===== config.mk =====
export PLATFORM = sky130hd
export DESIGN_NAME = llc_bus_snoop_responder_flat
export DESIGN_NICKNAME = d
export VERILOG_FILES = /design/src/rtl/llc_bus_snoop_responder_if.sv /design/src/rtl/llc_bus_snoop_responder.sv /design/src/flat_wrapper.sv
export SDC_FILE = /design/constraint.sdc
export NUM_CORES = 1
export LEC_CHECK = 0
export BUFFER_PORTS_ARGS = -buffer_cell sky130_fd_sc_hd__buf_2
export CAP_MARGIN = 20
export CELL_PAD_IN_SITES_DETAIL_PLACEMENT = 0
export CELL_PAD_IN_SITES_GLOBAL_PLACEMENT = 1
export CORE_ASPECT_RATIO = 0.7
export CORE_UTILIZATION = 41
export DETAILED_ROUTE_END_ITERATION = 8
export MAX_ROUTING_LAYER = met4
export PLACE_DENSITY = 0.89
export SETUP_SLACK_MARGIN = 0.2
export SLEW_MARGIN = 10
export SYNTH_ARGS = -nofsm -noshare
export SYNTH_HDL_FRONTEND = slang
export SYNTH_SLANG_ARGS = --single-unit

===== constraint.sdc =====
create_clock -name clk -period 3.63 [get_ports clk]
set_input_delay 0.5445 -clock clk [delete_from_list [all_inputs] [get_ports clk]]
set_output_delay 0.5445 -clock clk [all_outputs]
set_load 0.05 [all_outputs]

===== src/rtl/llc_bus_snoop_responder_if.sv =====
// rtl/llc_bus_snoop_responder_if.sv - LLC request, snoop broadcast/response and completion signals
interface llc_bus_snoop_responder_if #(
    parameter int ADDR_BITS    = 32,
    parameter int NUM_SNOOPERS = 3
);
    logic                      req_valid;
    logic                      req_ready;
    logic [1:0]                req_op;
    logic [ADDR_BITS-1:0]      req_addr;
    logic                      snp_valid;
    logic [1:0]                snp_op;
    logic [ADDR_BITS-1:0]      snp_addr;
    logic [NUM_SNOOPERS-1:0]   snp_rsp_valid;
    logic [2*NUM_SNOOPERS-1:0] snp_rsp;
    logic                      wb_done;
    logic                      rsp_valid;
    logic [1:0]                rsp_result;
    logic                      rsp_timeout;
    logic [15:0]               hitm_count;

    // LLC plus peer caches: everything around the responder
    modport master (
        output req_valid, req_op, req_addr, snp_rsp_valid, snp_rsp, wb_done,
        input  req_ready, snp_valid, snp_op, snp_addr, rsp_valid, rsp_result, rsp_timeout, hitm_count
    );

    modport slave (
        input  req_valid, req_op, req_addr, snp_rsp_valid, snp_rsp, wb_done,
        output req_ready, snp_valid, snp_op, snp_addr, rsp_valid, rsp_result, rsp_timeout, hitm_count
    );
endinterface


===== src/rtl/llc_bus_snoop_responder.sv =====
// rtl/llc_bus_snoop_responder.sv - bus-side snoop broadcast, response merge, writeback wait and memory latency
module llc_bus_snoop_responder #(
    parameter int ADDR_BITS     = 32,
    parameter int NUM_SNOOPERS  = 3,
    parameter int SNOOP_TIMEOUT = 15,
    parameter int MEM_LATENCY   = 4
) (
    input  logic                      clk,
    input  logic                      rst_n,
    llc_bus_snoop_responder_if.slave  bus
);
    typedef enum logic [2:0] {
        S_IDLE, S_SNOOP, S_COLLECT, S_WAIT_WB, S_MEM, S_DONE
    } state_t;

    localparam logic [1:0] OP_READ   = 2'b00;
    localparam logic [1:0] OP_WRITE  = 2'b01;
    localparam logic [1:0] OP_INVAL  = 2'b10;
    localparam logic [1:0] OP_RWIM   = 2'b11;
    localparam logic [1:0] RES_HIT   = 2'b00;
    localparam logic [1:0] RES_HITM  = 2'b01;
    localparam logic [1:0] RES_NOHIT = 2'b10;

    localparam int TW = $clog2(SNOOP_TIMEOUT + 1);
    localparam int MW = $clog2(MEM_LATENCY + 1);
    localparam logic [TW-1:0] TMO_LAST = TW'(SNOOP_TIMEOUT - 1);
    localparam logic [MW-1:0] MEM_LAST = MW'(MEM_LATENCY - 1);

    state_t                  state_q, state_d;
    logic [1:0]              op_q, op_d;
    logic [ADDR_BITS-1:0]    addr_q, addr_d;
    logic [NUM_SNOOPERS-1:0] mask_q, mask_d;
    logic                    hit_q, hit_d;
    logic                    hitm_q, hitm_d;
    logic [TW-1:0]           timer_q, timer_d;
    logic [MW-1:0]           mem_cnt_q, mem_cnt_d;
    logic [1:0]              res_q, res_d;
    logic                    tmo_q, tmo_d;
    logic [1:0]              rsp_result_q, rsp_result_d;
    logic                    rsp_timeout_q, rsp_timeout_d;
    logic [15:0]             hitm_count_q, hitm_count_d;

    logic [NUM_SNOOPERS-1:0] new_mask;
    logic                    new_hit, new_hitm;
    logic                    mask_all, collect_exit;
    logic [1:0]              merged;
    logic                    accept;

    assign accept = (state_q == S_IDLE) && bus.req_valid;

    // First strobe from each snooper wins; repeats are masked off
    always_comb begin
        new_mask = '0;
        new_hit  = hit_q;
        new_hitm = hitm_q;
        if (state_q == S_COLLECT) begin
            new_mask = bus.snp_rsp_valid & ~mask_q;
            for (int i = 0; i < NUM_SNOOPERS; i++) begin
                if (new_mask[i]) begin
                    case (bus.snp_rsp[2*i +: 2])
                        RES_HIT:  new_hit  = 1'b1;
                        RES_HITM: new_hitm = 1'b1;
                        default:  ;
                    endcase
                end
            end
        end
        mask_all     = &(mask_q | new_mask);
        collect_exit = (state_q == S_COLLECT) && (mask_all || (timer_q == TMO_LAST));
        merged       = new_hitm ? RES_HITM : (new_hit ? RES_HIT : RES_NOHIT);
    end

    always_ff @(posedge clk or negedge rst_n) begin
        if (!rst_n) state_q <= S_IDLE;
        else        state_q <= state_d;
    end

    always_comb begin
        state_d = state_q;
        case (state_q)
            S_IDLE:    if (bus.req_valid) state_d = (bus.req_op == OP_WRITE) ? S_MEM : S_SNOOP;
            S_SNOOP:   state_d = S_COLLECT;
            S_COLLECT: begin
                if (collect_exit) begin
                    if (merged == RES_HITM && (op_q == OP_READ || op_q == OP_RWIM)) state_d = S_WAIT_WB;
                    else if (op_q == OP_INVAL)                                      state_d = S_DONE;
                    else                                                            state_d = S_MEM;
                end
            end
            S_WAIT_WB: if (bus.wb_done) state_d = S_MEM;
            S_MEM:     if (mem_cnt_q == MEM_LAST) state_d = S_DONE;
            S_DONE:    state_d = S_IDLE;
            default:   state_d = S_IDLE;
        endcase
    end

    always_comb begin
        bus.req_ready = (state_q == S_IDLE);
        bus.snp_valid = (state_q == S_SNOOP);
        bus.rsp_valid = (state_q == S_DONE);
    end

    always_comb begin
        op_d          = op_q;
        addr_d        = addr_q;
        mask_d        = mask_q;
        hit_d         = hit_q;
        hitm_d        = hitm_q;
        timer_d       = timer_q;
        res_d         = res_q;
        tmo_d         = tmo_q;
        rsp_result_d  = rsp_result_q;
        rsp_timeout_d = rsp_timeout_q;
        hitm_count_d  = hitm_count_q;
        mem_cnt_d     = (state_q == S_MEM) ? mem_cnt_q + 1'b1 : '0;

        // WRITE skips COLLECT, so the NOHIT/no-timeout defaults set here are what it reports
        if (accept) begin
            op_d    = bus.req_op;
            addr_d  = bus.req_addr;
            mask_d  = '0;
            hit_d   = 1'b0;
            hitm_d  = 1'b0;
            timer_d = '0;
            res_d   = RES_NOHIT;
            tmo_d   = 1'b0;
        end

        if (state_q == S_COLLECT) begin
            mask_d  = mask_q | new_mask;
            hit_d   = new_hit;
            hitm_d  = new_hitm;
            timer_d = timer_q + 1'b1;
            if (collect_exit) begin
                res_d = merged;
                tmo_d = ~mask_all;
            end
        end

        if (state_q == S_DONE) begin
            rsp_result_d  = res_q;
            rsp_timeout_d = tmo_q;
            if (res_q == RES_HITM && hitm_count_q != 16'hFFFF) hitm_count_d = hitm_count_q + 16'd1;
        end
    end

    always_ff @(posedge clk or negedge rst_n) begin
        if (!rst_n) begin
            op_q          <= '0;
            addr_q        <= '0;
            mask_q        <= '0;
            hit_q         <= 1'b0;
            hitm_q        <= 1'b0;
            timer_q       <= '0;
            mem_cnt_q     <= '0;
            res_q         <= RES_NOHIT;
            tmo_q         <= 1'b0;
            rsp_result_q  <= RES_NOHIT;
            rsp_timeout_q <= 1'b0;
            hitm_count_q  <= '0;
        end else begin
            op_q          <= op_d;
            addr_q        <= addr_d;
            mask_q        <= mask_d;
            hit_q         <= hit_d;
            hitm_q        <= hitm_d;
            timer_q       <= timer_d;
            mem_cnt_q     <= mem_cnt_d;
            res_q         <= res_d;
            tmo_q         <= tmo_d;
            rsp_result_q  <= rsp_result_d;
            rsp_timeout_q <= rsp_timeout_d;
            hitm_count_q  <= hitm_count_d;
        end
    end

    // The new result shows during the DONE cycle itself and is held afterwards
    assign bus.rsp_result  = (state_q == S_DONE) ? res_q : rsp_result_q;
    assign bus.rsp_timeout = (state_q == S_DONE) ? tmo_q : rsp_timeout_q;
    assign bus.snp_op      = op_q;
    assign bus.snp_addr    = addr_q;
    assign bus.hitm_count  = hitm_count_q;
endmodule


===== src/flat_wrapper.sv =====
// flat-port wrapper written by rule: the top's interface ports become plain ports
module llc_bus_snoop_responder_flat 
#(
    parameter int ADDR_BITS     = 32,
    parameter int NUM_SNOOPERS  = 3,
    parameter int SNOOP_TIMEOUT = 15,
    parameter int MEM_LATENCY   = 4
)
  (clk, rst_n, bus_req_valid, bus_req_op, bus_req_addr, bus_snp_rsp_valid, bus_snp_rsp, bus_wb_done, bus_req_ready, bus_snp_valid, bus_snp_op, bus_snp_addr, bus_rsp_valid, bus_rsp_result, bus_rsp_timeout, bus_hitm_count);
  llc_bus_snoop_responder_if #(.ADDR_BITS(ADDR_BITS), .NUM_SNOOPERS(NUM_SNOOPERS)) bus_i ();
  input  logic clk;
  input  logic rst_n;
  input wire logic [$bits(bus_i.req_valid)-1:0] bus_req_valid;
  input wire logic [$bits(bus_i.req_op)-1:0] bus_req_op;
  input wire logic [$bits(bus_i.req_addr)-1:0] bus_req_addr;
  input wire logic [$bits(bus_i.snp_rsp_valid)-1:0] bus_snp_rsp_valid;
  input wire logic [$bits(bus_i.snp_rsp)-1:0] bus_snp_rsp;
  input wire logic [$bits(bus_i.wb_done)-1:0] bus_wb_done;
  output wire logic [$bits(bus_i.req_ready)-1:0] bus_req_ready;
  output wire logic [$bits(bus_i.snp_valid)-1:0] bus_snp_valid;
  output wire logic [$bits(bus_i.snp_op)-1:0] bus_snp_op;
  output wire logic [$bits(bus_i.snp_addr)-1:0] bus_snp_addr;
  output wire logic [$bits(bus_i.rsp_valid)-1:0] bus_rsp_valid;
  output wire logic [$bits(bus_i.rsp_result)-1:0] bus_rsp_result;
  output wire logic [$bits(bus_i.rsp_timeout)-1:0] bus_rsp_timeout;
  output wire logic [$bits(bus_i.hitm_count)-1:0] bus_hitm_count;
  assign bus_i.req_valid = bus_req_valid;
  assign bus_i.req_op = bus_req_op;
  assign bus_i.req_addr = bus_req_addr;
  assign bus_i.snp_rsp_valid = bus_snp_rsp_valid;
  assign bus_i.snp_rsp = bus_snp_rsp;
  assign bus_i.wb_done = bus_wb_done;
  assign bus_req_ready = bus_i.req_ready;
  assign bus_snp_valid = bus_i.snp_valid;
  assign bus_snp_op = bus_i.snp_op;
  assign bus_snp_addr = bus_i.snp_addr;
  assign bus_rsp_valid = bus_i.rsp_valid;
  assign bus_rsp_result = bus_i.rsp_result;
  assign bus_rsp_timeout = bus_i.rsp_timeout;
  assign bus_hitm_count = bus_i.hitm_count;
  llc_bus_snoop_responder #(.ADDR_BITS(ADDR_BITS), .NUM_SNOOPERS(NUM_SNOOPERS), .SNOOP_TIMEOUT(SNOOP_TIMEOUT), .MEM_LATENCY(MEM_LATENCY)) u_core (.clk(clk), .rst_n(rst_n), .bus(bus_i));
endmodule

* Word level (Yosys, flattened, before mapping) *
Cells that the tools add are included.

operators by class
  add/subtract/negate cells = 3
  equal/unequal tests = 20
  multiplexer cells = 41
  bitwise logic cells = 4
  reduce and logical (&&, ||, !) cells = 15

operator list
  operator                                                                  count
  3-bit 2-to-1 mux                                                          10
  1-bit 2-to-1 mux                                                          22
  16-bit by 1-bit adder with 16-bit output (second input constant)          1
  16-bit inequality test (second input constant)                            1
  3-bit one-hot mux with 5 select lines                                     1
  2-bit by 1-bit equality test with 1-bit output (second input constant)    6
  2-bit 2-to-1 mux                                                          6
  3-bit by 2-bit equality test with 1-bit output (second input constant)    3
  2-bit zero test                                                           4
  4-bit 2-to-1 mux                                                          2
  3-bit equality test (second input constant)                               2
  4-bit by 1-bit adder with 4-bit output (second input constant)            1
  2-bit equality test (second input constant)                               2
  4-bit equality test (second input constant)                               1
  1-bit logical AND                                                         4
  2-bit by 1-bit inequality test with 1-bit output (second input constant)  2
  2-bit inequality test (second input constant)                             2
  4-bit AND reduction                                                       1
  3-bit by 1-bit adder with 3-bit output (second input constant)            1
  3-bit bitwise AND                                                         1
  3-bit by 1-bit equality test with 1-bit output (second input constant)    1
  3-bit zero test                                                           1
  3-bit NOT                                                                 1
  3-bit OR                                                                  1
  5 further kinds                                                           6

word-level totals
  flip-flop bits (word level) = 71
  bits of input ports = 47
  output and inout bits = 56
  word-level logic and storage cells = 96

* Logic depth before layout (Yosys ltp) *
Gate-level depths: netlist (run 1).

  depth after elaboration = 15
  depth in mapped cells = 7
  mapped depth without buffers = 6

* Worst setup path before layout (run 1) *
No wires, ideal clock.

  kind = register to register
  start point = register u_core.state_q[2]
  end point = register u_core.op_q[0], in the netlist u_core.bus.snp_op[0]
  library setup time = 0.134 ns
  arrival = 2.415 ns
  data required time = 3.496 ns
  slack = 1.081 ns
  cell stages (with the launch flop) = 7
  path buffers = 3
  clock period less this slack = 2.549 ns
  path through = dfrtp_1 -> buf_2 -> nor3_1 -> and2_1 -> clkbuf_1 -> clkbuf_1 -> o21ai_0

between the ends
  cells in the longest elaborated chain, start to end = 2

RTL lines
  item                    RTL line                        source
  from (decl)             llc_bus_snoop_responder.sv:29   state_t state_q, state_d;
  from (signal assigned)  llc_bus_snoop_responder.sv:75   else state_q <= state_d;
  3-bit zero test         n/a
  net bus_req_ready       flat_wrapper.sv:19              output wire logic [$bits(bus_i.req_ready)-1:0] bus_req_ready;
  1-bit logical AND       llc_bus_snoop_responder.sv:49   assign accept = (state_q == S_IDLE) && bus.req_valid;
  to (signal assigned)    llc_bus_snoop_responder.sv:162  op_q <= op_d;
  to (decl)               llc_bus_snoop_responder.sv:30   logic [1:0] op_q, op_d;

The timed path passes the listed nets, and every way through them passes these cells.
A chain may end at the register's enable or synchronous reset.

* Final worst setup path (run 1) *
  start point = register u_core.state_q[2]
  end point = output bus_rsp_result[1]

between the ends
  cells in the longest elaborated chain, start to end = 2

RTL lines
  item                 RTL line                        source
  3-bit equality test  llc_bus_snoop_responder.sv:178  assign bus.rsp_result = (state_q == S_DONE) ? res_q : rsp_result_q;
  2-bit 2-to-1 mux     llc_bus_snoop_responder.sv:178
  to (decl)            flat_wrapper.sv:24              output wire logic [$bits(bus_i.rsp_result)-1:0] bus_rsp_result;

Every way passes these cells.

==> summary.txt, run 1 <==
Worst setup path
  – Endpoint class of the critical path: output pin
  – R2R cell count: 4
  – CP required: approximately 3000 ps
  – Reg2Reg Setup Slack: about 1500 ps
  – CP max FO: 18
  – CP arrival: 1800 ps
  – Worst R2R Start: u_core.state_q[2]$_DFFE_PN0P_
  – Startpoint Class: register
  – CP Class: register to output pin
  – Worst r2r dst: u_core.state_q[0]$_DFFE_PN0P_

Layout
  – Nets: 491
  – Multi-input combinational cell area: 1380 µm²
  – Ratio of cells with drive above 1 in the final layout: 30.2%
  – Fill cells: between 700 and 800
  – Area grow syn2layout: 28.2%
  – Design area: 4200 µm²
  – N_diodes: 0
  – Register Area: 1780 µm²

Drt
  – Iter 0 DRT Violations: 104
  – Post-route ant nets: 0
  – DRT Wirelength: 7320 µm
  – Routed vias: 2655
  – Wire length per cell: 13.5 µm
  – Pre-antenna DRT Iters: 4
  – Detailed-route vias per instance: 4.91
  – DRC Markers: 0

CTS
  – CTS clock-pin slew for the worst setup and hold paths: 50 ps
  – H-Tree Depth: 3
  – Clock tree buffer depth: 2
  – Root buf cell: clkbuf_16
  – CTS tree: built
  – Clk sink count: between 70 and 80
  – Clk_lat worst skew: 330 ps
  – Hold_buf cts: 0
  – CTS-repair resized insts: 0
  – Setup Buffers After CTS: 0
  – CTS buffer count: 9

Placement
  – GP Congestion: 0.803
  – Placement Cell Area: 3860 µm²
  – I/O Buffers: 102
  – Hpwl dp: 5140 µm

Synth
  – Syn Std Cell Area: 3270 µm²
  – Ys Warns: 0
  – Sequential area share after synthesis: 54.3%
  – Number of flops mapped to enable cells by yosys: 0
  – Cell variety after synth: 52
  – Syn Nets: 388
  – Syn Inst Count: between 300 and 400
  – Most used flip-flop cell after synthesis: dfrtp_1
  – Yosys reg bits: 71
  – Avg Inst Size Synth: 9.77 µm²
  – Ys async rst share: between 90% and 100%

STA
  – Final Slew Violations: 0
  – Final worst path period share: around 65%
  – Max frequency: 426 MHz
  – Relative slew slack: 52.9%
  – Least-Margin Pin Slew: 707 ps
  – # setup viols final: 0
  – Clock skew: 8.10 ps
  – Setup_tns: 0 ps
  – Fin. Hold Viols: 0
  – Fin crit period: between 2000 and 2500 ps
  – RSZ-0062 raised after global routing: no

Floorplan
  – Die area: 8350 µm²
  – I/O Pins: 103
  – Width of the die: roughly 110 µm
  – Die height: 76.8 µm
  – # rows: 26
  – Initial Util: between 40 and 50%
  – Core Footprint: 7510 µm²

Global routing
  – GR Overflow Total: 0
  – Pin count of the biggest net entering global routing: 40
  – Total GRT Usage: 19.9%
  – Initial antenna violation count: 0
  – Vias in the first global route: 2733
  – First-pass GRT wire length: about 12000 µm

Power
  – LEAKAGE: approximately 2.2 nW
  – Total power: 3.70 mW
  – Maximum vdd drop: 0.000598 V
  – PwrDens: around 880 nW/µm²

Hold path
  – Worst hold path class: input port to asynchronous set/reset pin

Status
  – Outcome: finished, final reports clean

Job
  – Max-Cap Viols: 0
-- layer usage --
layer	part of all wire (%)	vias to the layer above	wire length, µm	global-route usage (%)
met2	43	86	3130	29.2
met5	0	-	0	-
met3	6.6	8	484	6.29
met1	50	1222	3660	26.2
met4	0.63	0	46	6.08
li1	-	1339	-	-
-- Yosys cell counts (3+ instances only) --
| cell type | number | area (µm²) |
|---|---|---|
| mux2i_1 | 5 | 50.1 |
| nand4bb_1 | 3 | 33.8 |
| nand4_1 | 4 | 25.0 |
| o21ai_0 | 8 | 40.0 |
| o211ai_1 | 5 | 37.5 |
| nor4b_1 | 3 | 26.3 |
| nand2_1 | 112 | 420 |
| nand2b_1 | 4 | 25.0 |
| xnor2_1 | 8 | 70.1 |
| clkbuf_1 | 10 | 37.5 |
| and3_1 | 3 | 18.8 |
| inv_1 | 11 | 41.3 |
| a21oi_1 | 8 | 40.0 |
| nor4bb_1 | 3 | 30.0 |
| ha_1 | 6 | 75.1 |
| nand3_1 | 9 | 45.0 |
| mux2_2 | 3 | 33.8 |
| and2_1 | 4 | 25.0 |
| dfrtp_1 | 69 | 1730 |
| nor3_1 | 3 | 15.0 |
| nor2b_1 | 3 | 18.8 |
| xor2_1 | 3 | 26.3 |
| nor2_1 | 11 | 41.3 |
| nor4_1 | 4 | 25.0 |
-- area by class of cell --
cell class / instances / share of cell area, %
clock buffer: 11 / 6.02
clock inverter: 5 / 1.91
inverter: 11 / 0.984
multi-input combinational: 239 / 32.9
sequential: 71 / 42.4
tap: 98 / 2.92
timing repair buffer: 106 / 12.9
-- cells in the final DEF, fill, tap and decap left out, types with 5 or more instances in the layout --
cell	instances
a21oi_1	8
buf_2	102
clkbuf_16	9
dfrtp_1	69
ha_1	6
inv_1	11
mux2i_1	5
nand2_1	112
nand3_1	9
nor2_1	11
o211ai_1	5
o21ai_0	8
xnor2_1	8
-- metrics by stage --
stage	cells	utilization, %	hold WS (ps)	setup WS, ps
final	541	55.9	239	1290
after detailed placement	525	51.4	433	1440
after CTS	541	55.9	256	1280
after floorplan	335	-	249	1080
after global placement	525	51.4	425	1560
after global routing	541	55.9	289	1180
-- power by group --
part | internal (mW) | leakage, nW | switching (mW)
logic | 0.381 | 1.15 | 1.14
registers | 1.03 | 0.923 | 0.180
clock network | 0.637 | 0.158 | 0.328
-- worst max-delay path, stage by stage (launching register included) --
cell and delay (ps):
dfrtp_1 710, nand3b_4 220, mux2_2 290, buf_2 260
-- how the worst max path moves through the flow --
stage	from	end	slack, ps	cells past startpoint
after floorplan	u_core.state_q[2]$_DFFE_PN0P_	u_core.bus.snp_op[0]$_DFFE_PN0P_	1080	6
after global placement	u_core.state_q[2]$_DFFE_PN0P_	u_core.state_q[1]$_DFFE_PN0P_	1560	4
after detailed placement	u_core.state_q[2]$_DFFE_PN0P_	u_core.state_q[0]$_DFFE_PN0P_	1440	4
after CTS	u_core.state_q[2]$_DFFE_PN0P_	bus_rsp_result[1]	1280	3
after global routing	u_core.state_q[2]$_DFFE_PN0P_	bus_rsp_result[0]	1180	3
final	u_core.state_q[2]$_DFFE_PN0P_	bus_rsp_result[1]	1290	3
-- kinds of logic after synthesis --
| kind of cell | after synthesis | synth area share [%] |
|---|---|---|
| simple gates | 179 | 27.5 |
| flops | 71 | 54.3 |
| compound gates | 35 | 6.88 |
| buf+inv | 25 | 3.48 |
| xor+xnor | 11 | 2.94 |
| mux | 8 | 2.56 |
| fa+ha+maj | 6 | 2.29 |
-- state kept, by name, indices dropped and copies added, names as in the netlist --
| signal | count |
|---|---|
| u_core.tmo_q | 1 |
| u_core.hit_q | 1 |
| u_core.timer_q | 4 |
| u_core.mem_cnt_q | 3 |
| u_core.mask_q | 3 |
| u_core.rsp_result_q | 2 |
| u_core.res_q | 2 |
| u_core.rsp_timeout_q | 1 |
| u_core.state_q | 3 |
| u_core.bus.hitm_count | 16 |
| u_core.bus.snp_addr | 32 |
| u_core.bus.snp_op | 2 |
| u_core.hitm_q | 1 |
Note: power is estimated with default switching activity, not from simulation.
==> run 2, diff against run 1 <==
--- a/config.mk
+++ b/config.mk
@@ -10,10 +10,10 @@
 export CELL_PAD_IN_SITES_DETAIL_PLACEMENT = 0
 export CELL_PAD_IN_SITES_GLOBAL_PLACEMENT = 1
 export CORE_ASPECT_RATIO = 0.7
-export CORE_UTILIZATION = 41
+export CORE_UTILIZATION = 34
 export DETAILED_ROUTE_END_ITERATION = 8
 export MAX_ROUTING_LAYER = met4
-export PLACE_DENSITY = 0.89
+export PLACE_DENSITY = 0.79
 export SETUP_SLACK_MARGIN = 0.2
 export SLEW_MARGIN = 10
 export SYNTH_ARGS = -nofsm -noshare
==> constraint.sdc (replaced) <==
create_clock -name clk -period 1.9 [get_ports clk]
set_input_delay 0.285 -clock clk [delete_from_list [all_inputs] [get_ports clk]]
set_output_delay 0.285 -clock clk [all_outputs]
set_load 0.05 [all_outputs]
==> run 2 against run 1 <==
Compared with the run above:
- sequential share of layout area is 3.9 points lower
- total power is 110% higher
- flip-flop and latch count unchanged
- final cell count rose by 8.9%
- largest power group unchanged
- largest cell class unchanged
- register-to-register slack got worse by 1300 ps
- critical path type unchanged
- sequential power rose by 88%
- first-iteration DRC count increased by 46%
- setup slack worse by 1200 ps
- combinational power up 130%
- count of clock-buffer cells in the layout fell by 1
- core utilization shrank 5.3 points
- highest routed layer unchanged
- critical endpoint is now bus_rsp_result[0]
==> summary.txt, run 2 (synthesis results as in run 1) <==
Hold path
  – Worst-case hold path end point: u_core.bus.snp_addr[8]$_DFFE_PN0P_
  – Worst hold path class: input port to register (was input port to asynchronous set/reset pin)
  – Hold Path Depth: 3
  – Min-Delay Startpoint: bus_req_addr[8]

STA
  – Setup WS post-layout: 95.3 ps (was 1290 ps)
  – Setup_tns: 0 ps (unchanged)
  – Clock skew: 6.96 ps (was 8.10 ps)
  – Fin crit period: 1800 ps
  – Final worst path period share: roughly 95%
  – Relative slew slack: 61.8% (was 52.9%)
  – Worst hold margin: 144 ps (was 239 ps)
  – Fin. Hold Viols: 0 (unchanged)
  – # setup viols final: 0 (unchanged)
  – Least-Margin Pin Slew: 573 ps (was 707 ps)
  – RSZ-0062 raised after global routing: yes (was no)
  – Max frequency: 554 MHz
  – Final Slew Violations: 0 (unchanged)

Worst setup path
  – R2R cell count: 6 (was 4)
  – CP required: 1620 ps (was 3090 ps)
  – CP max FO: 8 (was 18)
  – Startpoint Class: register (unchanged)
  – CP arrival: 1520 ps (was 1800 ps)
  – Reg2Reg Setup Slack: 140 ps (was 1450 ps)
  – CP Class: register to output pin (unchanged)
  – Endpoint class of the critical path: output pin (unchanged)
  – Worst r2r dst: u_core.bus.hitm_count[12]$_DFFE_PN0P_ (was u_core.state_q[0]$_DFFE_PN0P_)
  – Worst R2R Start: u_core.state_q[2]$_DFFE_PN0P_ (unchanged)

Power
  – LEAKAGE: 2.39 nW (was 2.23 nW)
  – Maximum vdd drop: 0.000917 V (was 0.000598 V)
  – PwrDens: 1640 nW/µm² (was 881 nW/µm²)

Placement
  – I/O Buffers: 102 (unchanged)
  – GP Congestion: 0.810 (was 0.803)
  – Hpwl dp: 5840 µm (was 5140 µm)
  – Inst Count DP: 561 (was 525)
  – Dpl ws: 125 ps (was 1440 ps)

Floorplan
  – Core Footprint: 9220 µm² (was 7510 µm²)
  – I/O Pins: 103 (unchanged)
  – Initial Util: 35.5% (was 43.6%)
  – Die height: 84.1 µm (was 76.8 µm)
  – # rows: 29 (was 26)
  – Width of the die: 119 µm (was 109 µm)
  – Die area: 10000 µm² (was 8350 µm²)

Drt
  – Pre-antenna DRT Iters: 4 (unchanged)
  – DRC Markers: 0 (unchanged)
  – Detailed-route vias per instance: 4.80 (was 4.91)
  – Post-route ant nets: 0 (unchanged)
  – Wire length per cell: 14.2 µm (was 13.5 µm)
  – Routed vias: 2828 (was 2655)
  – Iter 0 DRT Violations: 152 (was 104)
  – DRT Wirelength: 8370 µm (was 7320 µm)

Layout
  – Post-Layout Cell Count: 589 (was 541)
  – Largest register FFs: 32 (unchanged)
  – Nets: 513 (was 491)
  – Most common cell after layout, fill and taps aside: nand2_1 (unchanged)
  – N_diodes: 0 (unchanged)
  – Post-Route Utilization: 50.6% (was 55.9%)
  – Commonest cells after routing, fill and taps aside: nand2_1 (108), buf_2 (96), dfrtp_1 (56) (was nand2_1 (112), buf_2 (102), dfrtp_1 (69))
  – Ratio of cells with drive above 1 in the final layout: 39.6% (was 30.2%)
  – Area grow syn2layout: 42.3% (was 28.2%)

CTS
  – CTS buffer count: 9 (unchanged)
  – Clk_lat worst skew: 330 ps (about the same)
  – Root buf cell: clkbuf_16 (unchanged)
  – Clock tree buffer depth: 2 (unchanged)
  – Clk sink count: 71 (unchanged)
  – CTS tree: built (unchanged)
  – H-Tree Depth: 3 (unchanged)
  – CTS clock-pin slew for the worst setup and hold paths: 60 ps (was 50 ps)

Global routing
  – Initial antenna violation count: 0 (unchanged)
  – First-pass GRT wire length: 14000 µm (was 12500 µm)
  – GR Overflow Total: 0 (unchanged)
  – Total GRT Usage: 18.3% (was 19.9%)
  – Vias in the first global route: 2788 (was 2733)
  – Pin count of the biggest net entering global routing: 44 (was 40)

Status
  – Outcome: finished, final reports clean (unchanged)

Job
  – Max-Cap Viols: 0 (unchanged)
## run 2: changes by cell type in the layout (fill, tap and decap cells not counted), sizes merged
cell / before / now
buf: 106 / 127
bufinv: 2 / 3
clkbuf: 11 / 10
clkinv: 1 / 3
clkinvlp: 2 / 1
dlygate4sd3: 0 / 1
inv: 11 / 10
## run 2: critical path: stages (launching register included)
cell,delay [ps]
dfrtp_2,470
nand3b_4,110
buf_8,130
mux2_4,320
buf_8,150
## run 2: worst max path at each step
stage                     cells past startpoint                            startpoint                                   end
after floorplan                               5  u_core.bus.hitm_count[0]$_DFFE_PN0P_  u_core.bus.hitm_count[1]$_DFFE_PN0P_
after global placement                        5         u_core.state_q[2]$_DFFE_PN0P_         u_core.state_q[0]$_DFFE_PN0P_
after detailed placement                      5         u_core.state_q[2]$_DFFE_PN0P_         u_core.state_q[0]$_DFFE_PN0P_
after CTS                                     4         u_core.state_q[2]$_DFFE_PN0P_                     bus_rsp_result[0]
after global routing                          4         u_core.state_q[2]$_DFFE_PN0P_                     bus_rsp_result[0]
final                                         4         u_core.state_q[2]$_DFFE_PN0P_                     bus_rsp_result[0]
## run 2: layout make-up
class / count / area (µm²)
clock inverter: 6 / 109
inverter: 11 / 45.0
sequential: 71 / 1800
multi-input combinational: 239 / 1510
timing repair buffer: 128 / 813
fill: 874 / 4560
clock buffer: 10 / 229
tap: 124 / 155
## run 2: per-stage QoR
step	power (mW)	area, µm²
floorplan	4.68	3410
global placement	5.44	4100
detailed placement	5.48	4100
CTS	7.64	4600
global route	8.05	4660
finish	7.65	4660
## run 2: timing repair
item	4_1_cts	5_1_grt
gates cloned	0	0
setup endpoints to repair	16	18
setup buffers	7	4
hold buffers	1	0
endpoints found under the hold margin	39	0
gates resized for setup	27	8
pin swaps	6	6
## run 2: routing by layer
metal | global-route usage [%] | up-vias | routed length, µm
met5 | - | - | 0
met4 | 4.77 | 0 | 76
met3 | 4.99 | 9 | 567
met2 | 25.5 | 96 | 3430
met1 | 26.0 | 1336 | 4300
li1 | - | 1387 | -
## run 2: power breakdown
group | internal [mW] | switching, mW | leakage, nW | total, mW
Clock | 1.28 | 0.630 | 0.166 | 1.91
Combinational | 1.06 | 2.41 | 1.32 | 3.47
Sequential | 1.98 | 0.297 | 0.902 | 2.28
==> run 3, diff against run 2 <==
--- a/config.mk
+++ b/config.mk
@@ -10,10 +10,10 @@
 export CELL_PAD_IN_SITES_DETAIL_PLACEMENT = 0
 export CELL_PAD_IN_SITES_GLOBAL_PLACEMENT = 1
 export CORE_ASPECT_RATIO = 0.7
-export CORE_UTILIZATION = 34
+export CORE_UTILIZATION = 41
 export DETAILED_ROUTE_END_ITERATION = 8
 export MAX_ROUTING_LAYER = met4
-export PLACE_DENSITY = 0.79
+export PLACE_DENSITY = 0.89
 export SETUP_SLACK_MARGIN = 0.2
 export SLEW_MARGIN = 10
 export SYNTH_ARGS = -nofsm -noshare
==> constraint.sdc (replaced) <==
create_clock -name clk -period 2.25 [get_ports clk]
set_input_delay 0.3375 -clock clk [delete_from_list [all_inputs] [get_ports clk]]
set_output_delay 0.3375 -clock clk [all_outputs]
set_load 0.05 [all_outputs]
==> run 3 against run 2 <==
Compared with the run above:
- critical path depth down 1
- first-iteration DRC count rose by 3.3%
- sequential power is 18% lower
- global-route usage increased by 1.8 points
- register-to-register slack better by 240 ps
- die area decreased by 17%
- via count decreased by 4.3%
- worst hold slack improved by 50 ps
- non-clock buffer count fell by 16
- flip-flop and latch count unchanged
- clock skew decreased by 1.7 ps
- total power shrank 20%
==> summary.txt, run 3 (synthesis results as in run 1) <==
Global routing
  – First-pass GRT wire length: 12600 µm (was 14000 µm)
  – GR Overflow Total: 0 (unchanged)
  – Pin count of the biggest net entering global routing: 56 (was 44)
  – Initial antenna violation count: 0 (unchanged)
  – Vias in the first global route: 2612 (was 2788)
  – Total GRT Usage: 20.1% (was 18.3%)

STA
  – Fin. Hold Viols: 0 (unchanged)
  – Max frequency: 520 MHz
  – Setup_tns: 0 ps (unchanged)
  – Setup WS post-layout: 326 ps (was 95.3 ps)
  – Final worst path period share: 85.5%
  – RSZ-0062 raised after global routing: no (was yes)
  – Fin crit period: 1920 ps
  – Worst hold margin: 194 ps (was 144 ps)
  – Final Slew Violations: 0 (unchanged)
  – # setup viols final: 0 (unchanged)
  – Clock skew: 5.25 ps (was 6.96 ps)
  – Relative slew slack: 50.3% (was 61.8%)
  – Least-Margin Pin Slew: 736 ps (was 573 ps)

Floorplan
  – Die height: 76.8 µm (was 84.1 µm)
  – Width of the die: 109 µm (was 119 µm)
  – Core Footprint: 7510 µm² (was 9220 µm²)
  – Initial Util: 43.6% (was 35.5%)
  – # rows: 26 (was 29)
  – I/O Pins: 103 (unchanged)
  – Die area: 8350 µm² (was 10000 µm²)

Placement
  – Hpwl dp: 5300 µm (was 5840 µm)
  – I/O Buffers: 102 (unchanged)
  – Dpl ws: 410 ps (was 125 ps)
  – Inst Count DP: 530 (was 561)
  – GP Congestion: 0.817 (was 0.810)
  – Placement Cell Area: 3940 µm² (was 4100 µm²)

CTS
  – CTS clock-pin slew for the worst setup and hold paths: 60 ps (about the same)
  – Root buf cell: clkbuf_16 (unchanged)
  – CTS tree: built (unchanged)
  – CTS buffer count: 9 (unchanged)
  – H-Tree Depth: 3 (unchanged)
  – Clk sink count: 71 (unchanged)
  – Clk_lat worst skew: 330 ps (about the same)
  – Setup Buffers After CTS: 0 (was 7)
  – Clock tree buffer depth: 2 (unchanged)

Drt
  – DRT Wirelength: 7510 µm (was 8370 µm)
  – Pre-antenna DRT Iters: 4 (unchanged)
  – Wire length per cell: 13.7 µm (was 14.2 µm)
  – Iter 0 DRT Violations: 157 (was 152)
  – Post-route ant nets: 0 (unchanged)
  – Routed vias: 2706 (was 2828)
  – Detailed-route vias per instance: 4.95 (was 4.80)
  – DRC Markers: 0 (unchanged)

Layout
  – Nets: 497 (was 513)
  – Most common cell after layout, fill and taps aside: nand2_1 (unchanged)
  – Multi-input combinational cell area: 1390 µm² (was 1510 µm²)
  – Post-Route Utilization: 57.2% (was 50.6%)
  – Design area: 4300 µm² (was 4660 µm²)
  – N_diodes: 0 (unchanged)
  – Fill cells: 638 (was 874)
  – Commonest cells after routing, fill and taps aside: nand2_1 (112), buf_2 (102), dfrtp_1 (67) (was nand2_1 (108), buf_2 (96), dfrtp_1 (56))
  – Ratio of cells with drive above 1 in the final layout: 31.8% (was 39.6%)
  – Post-Layout Cell Count: 547 (was 589)
  – Area grow syn2layout: 31.2% (was 42.3%)
  – Largest register FFs: 32 (unchanged)
  – Register Area: 1780 µm² (was 1800 µm²)

Worst setup path
  – Worst R2R Start: u_core.state_q[0]$_DFFE_PN0P_ (was u_core.state_q[2]$_DFFE_PN0P_)
  – Worst path top cell family by delay: buffers and inverters (was flip-flops)
  – Crit. path cell count: 3 (was 4)
  – CP Class: register to output pin (unchanged)
  – Worst r2r dst: u_core.state_q[0]$_DFFE_PN0P_ (was u_core.bus.hitm_count[12]$_DFFE_PN0P_)
  – Startpoint Class: register (unchanged)
  – CP Cell Sequence: buf_4 -> nor3b_2 -> buf_2 (was nand3b_4 -> buf_8 -> mux2_4 -> buf_8)
  – CP required: 1910 ps (was 1620 ps)
  – CP max FO: 15 (was 8)
  – R2R cell count: 6 (unchanged)
  – CP arrival: 1590 ps (was 1520 ps)
  – Slowest stage delay, CP: 420 ps (was 470 ps)
  – Critical path buffers and inverters: 2 (unchanged)
  – Slowest-stage cell, CP: dfrtp_1 (was dfrtp_2)
  – Reg2Reg Setup Slack: 380 ps (was 140 ps)
  – Critical Path Source: u_core.state_q[2]$_DFFE_PN0P_ (unchanged)
  – Endpoint class of the critical path: output pin (unchanged)
  – Critical Path End: bus_snp_valid (was bus_rsp_result[0])

Power
  – LEAKAGE: 2.28 nW (was 2.39 nW)
  – PwrDens: 1430 nW/µm² (was 1640 nW/µm²)
  – Maximum vdd drop: 0.000915 V (was 0.000917 V)
  – Total power: 6.15 mW (was 7.65 mW)

Hold path
  – Worst hold path class: input port to register (unchanged)

Status
  – Outcome: finished, final reports clean (unchanged)

Job
  – Max-Cap Viols: 0 (unchanged)
==> run 3: cell types whose count changed in the layout (fill, tap and decap cells not counted), sizes merged <==
| cell | change |
|---|---|
| clkinv | -1 |
| inv | +2 |
| buf | -16 |
| clkbuf | -1 |
==> run 3: final cells by class <==
cell class | count | share of cell area (%)
flip-flops and latches | 71 | 41.5
repair buffers | 112 | 14.3
inverters | 11 | 0.961
well taps | 98 | 2.85
clock inverters | 7 | 2.80
clock buffers | 9 | 5.24
multi-input cells | 239 | 32.4
==> run 3: what timing repair did <==
item,CTS,global route
hold endpoints to repair,16,0
resized for setup,0,0
hold buffers,1,0
==> run 3: worst min-delay path by stage <==
stage	from	end	slack, ps	depth (start not counted)
after floorplan	rst_n	u_core.bus.hitm_count[0]$_DFFE_PN0P_	40	0
after global placement	rst_n	u_core.mask_q[0]$_DFFE_PN0P_	300	1
after detailed placement	rst_n	u_core.mask_q[2]$_DFFE_PN0P_	300	1
after global routing	bus_req_addr[25]	u_core.bus.snp_addr[25]$_DFFE_PN0P_	190	3
final	bus_req_addr[4]	u_core.bus.snp_addr[4]$_DFFE_PN0P_	190	3
after CTS	bus_req_addr[4]	u_core.bus.snp_addr[4]$_DFFE_PN0P_	190	3
==> run 3: tightest hold or removal path: cells and delay by family <==
kind	cells	cell delay, ps
and+or+nand+nor	2	80
buffers and inverters	1	70
==> run 3: report_power, final <==
part           total [mW]  internal (mW)  switching, mW
Clock                1.63           1.09          0.544
Sequential           1.88           1.67          0.216
Combinational        2.64          0.677           1.96
Total                6.15           3.43           2.72
==> run 3: layer usage <==
| layer | global-route usage (%) | up-vias | routed length, µm |
|---|---|---|---|
| met5 | - | - | 0 |
| met4 | 4.86 | 0 | 59 |
| met3 | 6.38 | 5 | 572 |
| met2 | 27.8 | 98 | 3130 |
| met1 | 28.4 | 1253 | 3750 |
| li1 | - | 1350 | - |
